==> config.mk <==
export PLATFORM = sky130hd
export DESIGN_NAME = fetch_unit
export DESIGN_NICKNAME = d
export VERILOG_FILES = /design/src/rtl/fetch_unit.sv
export SDC_FILE = /design/constraint.sdc
export NUM_CORES = 2
export LEC_CHECK = 0
export CAP_MARGIN = 20
export CORE_ASPECT_RATIO = 0.7
export CORE_MARGIN = 2
export CORE_UTILIZATION = 50
export CTS_BUF_LIST = sky130_fd_sc_hd__clkbuf_8
export DETAILED_ROUTE_END_ITERATION = 12
export PLACE_DENSITY = 0.66
export REMOVE_ABC_BUFFERS = 1
export SYNTH_ARGS = -nofsm -noshare
export SYNTH_HDL_FRONTEND = slang
export SYNTH_SLANG_ARGS = --single-unit
==> constraint.sdc <==
create_clock -name clk -period 4.3 [get_ports clk]
set_input_delay 0.86 -clock clk [delete_from_list [all_inputs] [get_ports clk]]
set_output_delay 0.86 -clock clk [all_outputs]
set_load 0.01 [all_outputs]
==> src/rtl/fetch_unit.sv <==
// Instruction fetch stage: owns the PC, a synchronous-read instruction memory
// and a 2-entry buffer, delivering {instr, pc} through a valid/ready handshake.
module fetch_unit #(
  parameter int          DEPTH_WORDS = 64,
  parameter logic [31:0] RESET_PC    = 32'h0000_0000,
  localparam int         AW          = $clog2(DEPTH_WORDS)
) (
  input  logic          clk,
  input  logic          rst_n,
  input  logic          branch_taken,
  input  logic [31:0]   branch_target,
  input  logic          instr_ready,
  output logic          instr_valid,
  output logic [31:0]   instr,
  output logic [31:0]   pc_out,
  output logic [31:0]   pc_plus4,
  input  logic          prog_we,
  input  logic [AW-1:0] prog_addr,
  input  logic [31:0]   prog_data
);

  logic [31:0] mem [DEPTH_WORDS];
  logic [31:0] rdata_q;

  logic [31:0] fetchPc_q, fetchPc_d;
  logic [31:0] tag_q, tag_d;
  logic        inflight_q, inflight_d;
  logic        head_q, head_d;
  logic [1:0]  count_q, count_d;
  logic [31:0] fifoInstr_q [2];
  logic [31:0] fifoPc_q [2];

  logic        pop;
  logic        push;
  logic        issue;
  logic        tailSlot;
  logic [2:0]  occupancy;
  logic        unusedTargetBits;

  assign unusedTargetBits = ^branch_target[1:0];

  assign instr_valid = (count_q != 2'd0);
  assign instr       = fifoInstr_q[head_q];
  assign pc_out      = fifoPc_q[head_q];
  assign pc_plus4    = pc_out + 32'd4;

  // Occupancy counts the in-flight read so a returning word always finds a free slot.
  assign pop       = instr_valid & instr_ready;
  assign push      = inflight_q & ~branch_taken;
  assign occupancy = {1'b0, count_q} + {2'b00, inflight_q} - {2'b00, pop};
  assign issue     = ~branch_taken & ~prog_we & (occupancy < 3'd2);
  assign tailSlot  = head_q ^ count_q[0];

  always_comb begin
    fetchPc_d  = fetchPc_q;
    tag_d      = tag_q;
    inflight_d = issue;
    head_d     = head_q;
    count_d    = count_q;
    if (branch_taken) begin
      fetchPc_d = {branch_target[31:2], 2'b00};
      head_d    = 1'b0;
      count_d   = 2'd0;
    end else begin
      head_d  = head_q ^ pop;
      count_d = count_q + {1'b0, push} - {1'b0, pop};
      if (issue) begin
        fetchPc_d = fetchPc_q + 32'd4;
        tag_d     = fetchPc_q;
      end
    end
  end

  // Memory contents survive reset so a loaded program can be rerun.
  always_ff @(posedge clk) begin
    if (prog_we) begin
      mem[prog_addr] <= prog_data;
    end
    if (issue) begin
      rdata_q <= mem[fetchPc_q[AW+1:2]];
    end
  end

  always_ff @(posedge clk or negedge rst_n) begin
    if (!rst_n) begin
      fetchPc_q  <= RESET_PC;
      tag_q      <= '0;
      inflight_q <= 1'b0;
      head_q     <= 1'b0;
      count_q    <= 2'd0;
      for (int i = 0; i < 2; i++) begin
        fifoInstr_q[i] <= '0;
        fifoPc_q[i]    <= '0;
      end
    end else begin
      fetchPc_q  <= fetchPc_d;
      tag_q      <= tag_d;
      inflight_q <= inflight_d;
      head_q     <= head_d;
      count_q    <= count_d;
      if (push) begin
        fifoInstr_q[tailSlot] <= rdata_q;
        fifoPc_q[tailSlot]    <= tag_q;
      end
    end
  end

endmodule
-- Yosys cells after proc, flatten, opt, wreduce, memory -nomap -nowiden
Memory sizes are Yosys's and may differ from the RTL's. A register that Yosys moved wholly into a read port is not among the register bits.
Index checks and enable logic that the tools add are counted.
Widths: inputs -> output; s select.
- bits in registers: 196
- memory bits (writable): 2048
- input bits: 75
- word-level logic and storage cells: 50
- memories: 1
- memories (memory ; words ; width ; rd ports ; clocked after memory_dff ; wr ports ; line ; text):
    mem ; 64 ; 32 ; 1 ; 1 ; 1 ; 22 ; logic [31:0] mem [DEPTH_WORDS];
- $add $sub $neg: 6
- magnitude comparators: 4
- mux-type cells: 16
- bitwise gates (word level): 10
- reductions and logical operators: 4
- operator list (kind ; count):
    $mux 32 ; 9
    $bwmux 64 ; 2
    $add 32x3->32 const B ; 2
    $demux 32 s1 ; 1
    $and 1x1->1 ; 4
    $ge 2x2->1 const B ; 2
    $not 1->2 ; 2
    $reduce_bool 2->1 ; 2
    $add 2x1->3 ; 1
    $lt 3x2->1 const B ; 1
    $mux 1 ; 3
    $sub 3x1->3 ; 1
    $add 2x1->2 ; 1
    $lt 2x1->1 const B ; 1
    $mux 2 ; 1
    $not 1->1 ; 2
    $reduce_and 2->1 ; 1
    $sub 2x1->2 ; 1
    $xor 1x1->1 ; 2
    $logic_and 1x1->1 ; 1

-- Depth between registers and ports, before layout
- depth in word-level cells: 7
- gate-level depth with buffers: 14
- mapped depth without buffers: 11

-- Least setup slack after synthesis
OpenSTA, ideal clock, no wires.
- path type: input-to-reg
- start point: input port prog_addr[4]
- end point: memory mem[32][0], enable pin
- library setup time: 0.461 ns
- arrival time: 3.711 ns
- required time: 3.839 ns
- slack: 0.128 ns
- stages: 4
- path buffers: 1
- cell sequence: clkbuf_1 nor4bb_1 nand2b_1 nor3_1
- RTL lines (element ; line ; text):
    start, declared ; 18 ; input logic [AW-1:0] prog_addr,
    end, declared ; 22 ;
Straight into the memory's write port.

-- Final worst setup path
- start point: register head_q
- end point: output port pc_plus4[28]
- longest elaborated chain between the ends: 5
- RTL lines (element ; line ; text):
    start, declared ; 28 ; logic head_q, head_d;
    start signal, assigned ; 89 ; head_q <= 1'b0;
    start signal, assigned ; 99 ; head_q <= head_d;
    $not 1->2 (implied by the code) ; 44 ; assign pc_out = fifoPc_q[head_q];
    $mux 32 (implied by the code) (3 in series) ; 44 ;
    $add 32x3->32 ; 45 ; assign pc_plus4 = pc_out + 32'd4;
    end, declared ; 16 ; output logic [31:0] pc_plus4,
No other way between the ends. The select of a mux whose other input is x is not followed.

==> run summary <==
number of synthesized flops with an enable pin: 2080
Remaining Overflow, GRT: 0
number of max-cap violations: 0
ys async rst share: 8.29%
Worst slew margin: 26.2%
Top Ports: 172
Routed Wire Length: 209000 um
clock transition at the registers of the reported paths: 0.06 ns
Layout Skew: 0.0534 ns
Worst Setup Path Type: flip-flop to output pin
synth cell count leaders: edfxtp_1 (2080), mux4_2 (474), mux2_2 (246), dfrtp_1 (188), nand2_1 (155)
Gate Count Post-Synth: 4171
vias in the first global route: 44001
FF+latch count, synth: 2268
synth-to-layout area growth: 14.2%
row count: 129
Yosys cell types: 71
status: finished clean
CTS tree: yes
largest net degree at the start of global routing: 80
Max Fclk: 237 MHz
Max Root-Sink Buffers: 4
Total GRT Usage: 23.1%
Antenna Nets Post-Route: 0
first-pass GRT wire length: 304000 um
fin crit share: 98.2%
met2 Resource Use GR: 33.7%
grt met1 use: 36.3%
Worst Hold Class: input port to flip-flop
CP Cell Sequence: clkbuf_16 > mux2i_1 > inv_1 > ha_4 > inv_1 > a221oi_2 > buf_4 > nand4_1 > buf_6 > nor3b_4 > xnor2_1 > buf_2
wire per inst: 28.6 um
GPL Wtd Cong: 0.830
CP Max Fanout: 6
PwrDens: 533 nW/um^2
vias: 44103
critical path required time: 3.44 ns
most frequent cell after synthesis: edfxtp_1
Syn. warnings: 0
sequential share of the synthesized area: 76.0%
WHS: 0.177 ns
endpoints failing hold: 0
Die X: 506 um
Pleak: 0.0332 uW
DRC violations left: 0
Die Y: 356 um
slowest stage cell, crit path: dfrtp_4
DP HPWL: 125000 um
global route hottest layer: met1
fin. max-slew vios: 0
Port-buffer cells: 165
fraction of layout instances using a drive strength above 1: 30.8%
Tot Pwr: 53800 uW
# H-tree levels: 5
Initial DRC Count: 4998
worst-skew pair later-pin latency: 1.03 ns
die area: 180000 sq um
crit path time final: 4.22 ns
syn avg cell area: 21.2 sq um
Yosys top cell area share: 70.7%
initial antenna violation count: 6
routing usage on met3: 3.84%
crit end category: output pin
CTS buffer count: 336
Initial Util: 50.2%
most used cell along the critical path: inv_1
# nets final: 4775
Synth area leader: edfxtp_1
CP startpoint kind: flip-flop
unrepaired setup endpoints after global routing: yes
Setup Viol. Count Final: 0
Worst Path Arrival: 3.36 ns
Synth area leaders: edfxtp_1 (71%), mux4_2 (12%), dfrtp_1 (5.3%)
Avg Vias per Cell: 6.05
drt pass-1 iters: 8
Slew @ Worst Pin: 1.11 ns
clock sink total: 2268
Synth Flop Type: edfxtp_1
synthesized cell area: 88400 sq um
Core Footprint: 176000 sq um
Max VDD drop: 0.444 mV
Root Buffer: clkbuf_8
slowest stage delay, CP: 0.55 ns
setup TNS: 0 ns
[path summary, 6_finish.rpt]
kind,startpoint,endpoint,slack (ns),cells past startpoint
worst min-delay path,prog_data[2],mem[58][2]$_DFFE_PP_,0.18,1
max in group asynchronous,rst_n,fifoInstr_q[45]$_DFFE_PN0P_,2.94,3
min in group asynchronous,rst_n,fifoPc_q[36]$_DFFE_PN0P_,0.46,2
worst max-delay path,head_q$_DFF_PN0_,pc_plus4[28],0.08,12
worst min register to register,fifoInstr_q[13]$_DFFE_PN0P_,fifoInstr_q[13]$_DFFE_PN0P_,0.50,1
worst max register to register,count_q[1]$_DFF_PN0_,fetchPc_q[18]$_DFFE_PN0P_,0.49,12
[through the flow]
step / std cells / util, % / worst slack, ns / cell area, sq um
2_1_floorplan: 3940 / - / -14.03 / 87000
3_3_place_gp: 6669 / 53.6 / 0.0114 / 94400
3_5_place_dp: 6670 / 53.6 / -0.0787 / 94400
4_1_cts: 7258 / 57.0 / -0.200 / 100000
5_1_grt: 7288 / 57.3 / -0.0790 / 101000
6_report: 7291 / 57.3 / 0.0755 / 101000
[where the power goes]
part | switching [uW] | leakage, uW | internal (uW)
sequential | 862 | 0.0211 | 25100
clock | 7950 | 0.00339 | 7650
combinational | 6260 | 0.00868 | 5960
total | 15100 | 0.0332 | 38700
[per-layer routing]
metal / wire (um) / up-vias
li1: - / 18459
met1: 92500 / 23368
met2: 94500 / 2028
met3: 17400 / 242
met4: 4140 / 6
met5: 37 / -
[sequential cells by signal, indices dropped and copies added, names as in the netlist]
name         flops
count_q          2
fifoPc_q        60
fetchPc_q       30
head_q           1
tag_q           30
mem           2048
fifoInstr_q     64
rdata_q         32
inflight_q       1
[worst max-delay path, delay by kind of cell (launching register included)]
family                   cells  cell delay (ns)
multiplexers                 1             0.14
AO/OA/AOI/OAI                1             0.22
AND/OR/NAND/NOR              2             0.27
buffers and inverters        6             0.89
XOR/XNOR                     1             0.14
adder cells (fa/ha/maj)      1             0.15
flip-flops                   1             0.55
[cell families after synthesis]
logic type	Yosys count	synth area share (%)
flops	2268	76.0
mux	865	16.9
fa+ha+maj	6	0.0934
xor+xnor	34	0.337
simple gates	392	2.15
other cells	1	0.00424
buf+inv	266	1.68
compound gates	339	2.88
[repair_timing]
| item | 4_1_cts | 5_1_grt |
|---|---|---|
| hold endpoints to repair | 75 | 0 |
| endpoints found under the setup margin | 25 | 17 |
| resized for setup | 50 | 50 |
| setup buffers | 15 | 13 |
| gates cloned | 0 | 1 |
| hold buffers | 1 | 0 |
| pin swaps | 6 | 9 |
[cells in the final DEF (no fill, tap or decap), types with 35 or more instances in the layout]
cell type        Yosys  routed
buf_4               45     152
nand2_1            155     155
clkdlybuf4s50_1      0     110
mux4_2             474     474
nor2_4               0      64
clkbuf_8             0     349
o22ai_1             64      64
clkinv_1             0      71
inv_1               31     148
buf_12               0      88
o21ai_0             35      35
a22oi_1             41      41
mux2_2             246     246
a221oi_1            51      50
buf_2               83      38
dfrtp_1            188     183
edfxtp_1          2080    2080
mux2i_1            145     142
[final cells by class]
class,count,area [sq um]
multi-input cells,1640,20400
flip-flops and latches,2268,67200
fillers,12805,75200
diodes,5,12.5
well taps,2358,2950
inverters,32,121
clock buffers,348,4790
clock inverters,224,991
repair buffers,416,4470
Power figures use the tool's default switching activity.
